File: src/rtl/fpga_rst_strap_ctrl.sv
// Reset and strap sequencer: waits for clock lock, debounces the strap pads,
// latches them, then releases core reset after a fixed hold.
module fpga_rst_strap_ctrl #(
  parameter int DebounceCycles = 16,
  parameter int HoldCycles     = 32,
  parameter int SyncStages     = 2
) (
  input  logic       clk_i,
  input  logic       rst_i,
  input  logic       pll_locked_i,
  input  logic       srst_ni,
  input  logic       strap_spi_i,
  input  logic       strap_boot_i,
  output logic       sys_rst_no,
  output logic       strap_valid_o,
  output logic       strap_sel_spi_o,
  output logic       strap_bootstrap_o,
  output logic [1:0] state_o
);

  localparam int DbW = (DebounceCycles > 1) ? $clog2(DebounceCycles) : 1;
  localparam int HW  = (HoldCycles > 1) ? $clog2(HoldCycles) : 1;
  localparam logic [DbW-1:0] DbLast = DbW'(DebounceCycles - 1);
  localparam logic [HW-1:0]  HLast  = HW'(HoldCycles - 1);

  typedef enum logic [1:0] {
    ST_WAIT_LOCK = 2'd0,
    ST_SAMPLE    = 2'd1,
    ST_HOLD      = 2'd2,
    ST_RUN       = 2'd3
  } state_t;

  logic [SyncStages-1:0] r_lk_sync, r_srst_sync, r_spi_sync, r_boot_sync;
  logic                  w_pll_lk, w_srst_n, w_abort, w_latch;
  logic [1:0]            w_smp, r_prev;
  state_t                r_state, w_state_nxt;
  logic [DbW-1:0]        r_dbcnt, w_dbcnt_nxt;
  logic [HW-1:0]         r_hcnt, w_hcnt_nxt;
  logic                  r_rst_n, r_valid, r_spi, r_boot;

  // Synchronizer stage: srst_n clears to the inactive level so reset alone never looks like a request
  always_ff @(posedge clk_i) begin
    if (rst_i) begin
      r_lk_sync   <= '0;
      r_srst_sync <= '1;
      r_spi_sync  <= '0;
      r_boot_sync <= '0;
      r_prev      <= '0;
    end else begin
      r_lk_sync   <= {r_lk_sync[SyncStages-2:0], pll_locked_i};
      r_srst_sync <= {r_srst_sync[SyncStages-2:0], srst_ni};
      r_spi_sync  <= {r_spi_sync[SyncStages-2:0], strap_spi_i};
      r_boot_sync <= {r_boot_sync[SyncStages-2:0], strap_boot_i};
      r_prev      <= w_smp;
    end
  end

  assign w_pll_lk = r_lk_sync[SyncStages-1];
  assign w_srst_n = r_srst_sync[SyncStages-1];
  assign w_smp    = {r_spi_sync[SyncStages-1], r_boot_sync[SyncStages-1]};
  assign w_abort  = !w_pll_lk || !w_srst_n;

  always_comb begin
    w_state_nxt = r_state;
    w_dbcnt_nxt = r_dbcnt;
    w_hcnt_nxt  = r_hcnt;
    w_latch     = 1'b0;
    if (w_abort) begin
      w_state_nxt = ST_WAIT_LOCK;
      w_dbcnt_nxt = '0;
      w_hcnt_nxt  = '0;
    end else begin
      case (r_state)
        ST_WAIT_LOCK: begin
          w_state_nxt = ST_SAMPLE;
          w_dbcnt_nxt = '0;
          w_hcnt_nxt  = '0;
        end
        ST_SAMPLE: begin
          if (w_smp != r_prev) begin
            w_dbcnt_nxt = '0;
          end else if (r_dbcnt == DbLast) begin
            w_latch     = 1'b1;
            w_state_nxt = ST_HOLD;
            w_hcnt_nxt  = '0;
          end else begin
            w_dbcnt_nxt = r_dbcnt + 1'b1;
          end
        end
        ST_HOLD: begin
          if (r_hcnt == HLast) w_state_nxt = ST_RUN;
          else                 w_hcnt_nxt  = r_hcnt + 1'b1;
        end
        ST_RUN:  ;
        default: w_state_nxt = ST_WAIT_LOCK;
      endcase
    end
  end

  // Output stage: registered from next state so reset release lands on the first RUN cycle
  always_ff @(posedge clk_i) begin
    if (rst_i) begin
      r_state <= ST_WAIT_LOCK;
      r_dbcnt <= '0;
      r_hcnt  <= '0;
      r_rst_n <= 1'b0;
      r_valid <= 1'b0;
      r_spi   <= 1'b0;
      r_boot  <= 1'b0;
    end else begin
      r_state <= w_state_nxt;
      r_dbcnt <= w_dbcnt_nxt;
      r_hcnt  <= w_hcnt_nxt;
      r_rst_n <= (w_state_nxt == ST_RUN);
      r_valid <= (w_state_nxt == ST_HOLD) || (w_state_nxt == ST_RUN);
      if (w_latch) begin
        r_spi  <= w_smp[1];
        r_boot <= w_smp[0];
      end
    end
  end

  assign sys_rst_no        = r_rst_n;
  assign strap_valid_o     = r_valid;
  assign strap_sel_spi_o   = r_spi;
  assign strap_bootstrap_o = r_boot;
  assign state_o           = r_state;

endmodule
File: config.mk
export PLATFORM = sky130hd
export DESIGN_NAME = fpga_rst_strap_ctrl
export DESIGN_NICKNAME = d
export VERILOG_FILES = /design/src/rtl/fpga_rst_strap_ctrl.sv
export SDC_FILE = /design/constraint.sdc
export NUM_CORES = 1
export LEC_CHECK = 0
export CAP_MARGIN = 20
export CELL_PAD_IN_SITES_DETAIL_PLACEMENT = 0
export CELL_PAD_IN_SITES_GLOBAL_PLACEMENT = 1
export CORE_UTILIZATION = 37
export DETAILED_ROUTE_END_ITERATION = 7
export GPL_TIMING_DRIVEN = 0
export PLACE_DENSITY = 0.76
export SYNTH_ARGS = -nofsm -noshare
export SYNTH_HDL_FRONTEND = slang
export SYNTH_SLANG_ARGS = --single-unit
File: constraint.sdc
create_clock -name clk_i -period 1.7 [get_ports clk_i]
set_clock_uncertainty 0.15 [all_clocks]
set_input_delay 0.34 -clock clk_i [delete_from_list [all_inputs] [get_ports clk_i]]
set_output_delay 0.34 -clock clk_i [all_outputs]
set_load 0.005 [all_outputs]
After elaboration in Yosys (flattened, before gate mapping)
Index checks and enable logic that the tools add are counted.

Input port bits: 6. Logic and storage cells: 51. Register bits after elaboration: 25.

Equal/unequal tests: 11. Reduce and logical (&&, ||, !) cells: 10. $add $sub $neg: 2. Muxes and demuxes: 16.

Operators by type and width (count): 5-bit 2-to-1 mux (3); 5-bit case mux with 3 select lines (1); 2-bit 2-to-1 mux (4); 4-bit 2-to-1 mux (2); 4-bit case mux with 2 select lines (1); 2-bit equality test (second input constant) (3); 2-bit != test (second input constant) (3); 2-bit case mux with 3 select lines (1); 5-bit by 1-bit adder with 5-bit output (second input constant) (1); 5-bit equality test (second input constant) (1); 4-bit by 1-bit adder with 4-bit output (second input constant) (1); 4-bit equality test (second input constant) (1); 1-bit 2-to-1 mux (4); 4-bit AND reduction (1); 3-bit != test (second input constant) (1); 3-bit nonzero test (1); 2-bit by 1-bit equality test with 1-bit output (second input constant) (1); 1-bit zero test (2); 2-bit zero test (1); 1-bit logical OR (2); 2-bit != test (1); 2-bit AND reduction (1); 2-bit nonzero test (1); 2-bit OR reduction (1).

Longest topological paths before layout
Depth after elaboration: 7. Gate-level depth with buffers: 7. Gate-level depth less buffers: 7.

Least setup slack after synthesis
No wires, ideal clock.

Path type: flip-flop to flip-flop. Start point: reg r_hcnt[0]. End point: reg r_hcnt[3]. Setup time: 0.070 ns. Required time: 1.480 ns. Buffers on the path: 0. Clock period less this slack: 1.847 ns. Setup slack: -0.147 ns. Arrival: 1.627 ns. Stages on the path, launching flop included: 8. Cell sequence: dfxtp_1 > ha_1 > and3_1 > ha_1 > and2_1 > nand4b_1 > or3_1 > a21oi_1.

Cells in the longest elaborated chain, start to end: 3. Elaborated cells between the ends (all ways): 6.

RTL lines: start: declaration (line 38) `logic [HW-1:0] r_hcnt, w_hcnt_nxt;`; start signal: assignment (line 113) `r_hcnt <= w_hcnt_nxt;`; 5-bit by 1-bit adder with 5-bit output or 5-bit equality test (tied branches) (line 92, 91); 5-bit 2-to-1 mux or 2-bit != test (tied branches); 5-bit case mux with 3 select lines or 4-bit AND reduction (tied branches).

Parallel ways exist; a longest one is shown, timed or not. The select of a mux whose other input is x is not followed. A chain may end at the register's enable or synchronous reset.

Worst setup path after layout
Ends and elaborated chain as after synthesis.

==> impl_results.md <==
* Worst endpoint required time at 1810 ps
* # diodes at 0
* Sequential-to-total area share from yosys stat at 50.2%
* RSZ-0062 raised after global routing: yes
* Reg2reg end: r_hcnt[3]
* Most frequent cell on the critical path: ha_4
* Final Max Tran Viols at 0
* Clock Path Buffers at 2
* Compound-cell area share of the yosys netlist at 17.4%
* Clock root buffer: clkbuf_4
* Inserted Clock Buffers at 3
* Layout net count at 135
* CP max stage cell: dfxtp_2
* DIE WIDTH at 53.9 um
* Initial Util at 39.5%
* Top cell family by delay on the critical path: simple AND/OR/NAND/NOR gates
* DRT antenna net count at 0
* Total length of routed wires at 1940 um
* H-tree depth at 1
* Core area at 2520 um^2
* Hold crit path type: reg2reg
* Min Tclk post-route at 1840 ps
* 1st-pass router iterations at 4
* Post-synth cell types at 32
* Post-Syn Nets at 108
* CP endpoint: r_hcnt[3]
* R2r worst-path depth at 7
* Vias/cell at 5.39
* PortBufs at 11
* CTS tree: yes
* Footprint of the multi-input gates at 547 um^2
* Hold Slack at 281 ps
* Placed Cells at 140
* Die H at 53.9 um
* Synth Flop Type: dfxtp_1
* Relative slew slack at 75.0%
* Cells along the critical path: ha_4 > and3_4 > ha_4 > and2_4 > nand4b_1 > or3_1 > a21oi_2
* Syn Inst Count at 99
* Max cap viols at 0
* Flops & latches, synth at 25
* Worst-margin pin slew at 375 ps
* Simple-Gate Fraction of Synth Area at 21.2%
* Final hold vios at 0
* Ratio of final minimum period to clock period at 108%
* Initial antenna violation count at 0
* Max Clock Freq at 543 MHz
* RR Startpoint: r_hcnt[0]
* Final std cells w/o fill at 155
* Ys async rst share at 0%
* PwrDens at 670 nW/um^2
* Synth warn at 0
* Synth Area per Inst at 10.1 um^2
* Slowest stage delay, CP at 360 ps
* Crit path launch: r_hcnt[0]
* Initial drt markers at 14
* Power Total at 0.000916 W
* Vias in the first global route at 693
* Post-Synth XOR/XNOR Area at 3.26%
* Mux cell area share after synthesis at 1.13%
* Congestion Overflow GR at 0
* DR WL/cell at 12.5 um
* Gpl congestion at 0.732
* Failing checks: negative setup slack
* Clk Latency, worst-skew pair at 320 ps
* CP Buf/Inv Count at 0
* Pin count of the biggest net entering global routing at 16
* Area Overhead vs Synth at 37.1%
* I/O pins at 12
* Leak at 0.524 nW
* TritonCTS Sinks at 25
* First-pass GRT wire length at 3130 um
* Levels on crit path at 7
* Max VDD drop at 430 uV
* Critical path peak fanout at 3
* Outcome: finished with violations
* Ratio of cells with drive above 1 in the final layout at 36.8%
* Hpwl dp at 1270 um
* Final Setup Violations at 5
* Filler Cell Count at 235
* Arrival time worst endpoint at 1950 ps
* Gr usage total at 15.2%
* Critical path class: reg2reg
* FF-to-FF setup slack at -140 ps
* Setup ws final at -142 ps
* Row cnt at 18
* Die area at 2910 um^2
* FF+latch area at 513 um^2
* Largest family of logic cells by synthesized area: simple AND/OR/NAND/NOR gates
* Synthesized area at 997 um^2
* Clk slew on worst S/H paths at 130 ps
* Startpoint types: flip-flop
* Post-synth EDFFs at 0
* Crit. End Element: flip-flop
* Residual DRC at 0
* Vias at 836
* Post-Synth Adder-Cell Area at 3.76%
* Post-CTS Hold Buffers at 0
layout make-up:
type / instances / share of cell area, %
multi-input cells: 68 / 40.0
flip-flops and latches: 25 / 37.5
repair buffers: 22 / 15.2
well taps: 30 / 2.74
plain buffers: 4 / 1.83
clock buffers: 3 / 1.65
clock inverters: 1 / 0.549
inverters: 2 / 0.549
Yosys cell counts, types with 2 or more instances:
| cell | count | area (um^2) |
|---|---|---|
| ha_1 | 3 | 37.5 |
| or3_1 | 2 | 12.5 |
| nand2_1 | 2 | 7.51 |
| o21ai_0 | 4 | 20.0 |
| nand3_1 | 2 | 10.0 |
| and2_1 | 2 | 12.5 |
| a21oi_1 | 12 | 60.1 |
| nor3_1 | 3 | 15.0 |
| or2_2 | 2 | 12.5 |
| and3_1 | 2 | 12.5 |
| o21ai_1 | 4 | 20.0 |
| nor2b_1 | 9 | 56.3 |
| xnor2_2 | 2 | 32.5 |
| dfxtp_1 | 25 | 500 |
| nand4_1 | 5 | 31.3 |
| clkbuf_1 | 3 | 11.3 |
| nand2b_1 | 2 | 12.5 |
power by group:
| group | total, W | leakage, nW | switching (W) | internal (W) |
|---|---|---|---|---|
| logic | 0.0000465 | 0.303 | 0.0000212 | 0.0000253 |
| clock network | 0.000270 | 0.0139 | 0.000180 | 0.0000898 |
| registers | 0.000600 | 0.208 | 0.00000498 | 0.000595 |
| total | 0.000916 | 0.524 | 0.000206 | 0.000710 |
how the worst min path moves through the flow:
stage                               from             end  slack (ps)  cells after the start
final                     r_srst_sync[0]  r_srst_sync[1]         280                      1
after global routing      r_srst_sync[0]  r_srst_sync[1]         310                      1
after CTS                 r_srst_sync[0]  r_srst_sync[1]         280                      1
after detailed placement  r_srst_sync[0]  r_srst_sync[1]         250                      1
after global placement    r_srst_sync[0]  r_srst_sync[1]         240                      1
after floorplan           r_srst_sync[0]  r_srst_sync[1]         240                      1
metal layers:
layer	vias to the layer above	GRT usage, %	part of all wire [%]
met2	15	24.7	49
met3	2	2.82	3.4
met1	406	19.4	47
met5	-	0	0
li1	413	-	-
met4	0	7.02	0.77
cells by family after synthesis:
| kind of cell | count (synthesis) |
|---|---|
| buffers and inverters | 6 |
| adders and majority gates | 3 |
| AOI/OAI and AO/OA | 27 |
| and+or+nand+nor | 35 |
| DFF | 25 |
| xor gates and xnor gates | 2 |
| muxes | 1 |
what timing repair did:
item,CTS,global route
endpoints found under the setup margin,8,12
gates resized for setup,5,20
pin swaps,2,7
buffers inserted,9,2
layout by cell type (no fill, tap or decap), types with 2 or more instances in the layout:
master and n:
buf_4 9, clkbuf_2 2, clkbuf_4 3, dfxtp_1 17
nor2b_1 9, nor3_1 3, clkdlybuf4s50_1 8, a21oi_1 9
o21ai_0 4, dfxtp_2 7, nand3_1 2, nand4_1 5
buf_6 3, a21oi_2 3, nand2_1 2, o21ai_2 3
or2_2 2, dlymetal6s2s_1 3, xnor2_2 2, ha_4 3
registers in the layout (all words and copies together) (netlist names):
signal	count
r_lk_sync	2
r_spi_sync	2
strap_sel_spi_o	1
state_o	2
strap_bootstrap_o	1
sys_rst_no	1
r_hcnt	5
r_dbcnt	4
r_prev	2
strap_valid_o	1
r_srst_sync	2
r_boot_sync	2
metrics by stage:
stage | util (%) | setup WS (ps) | cell area, um^2 | TNS [ps]
global placement | 47.1 | -347 | 1190 | -1500
detailed placement | 47.1 | -352 | 1190 | -1570
global route | 54.2 | -208 | 1370 | -709
CTS | 51.3 | -112 | 1290 | -183
finish | 54.2 | -142 | 1370 | -420
floorplan | - | -48.2 | 1040 | -51.8
Power figures use the tool's default switching activity.
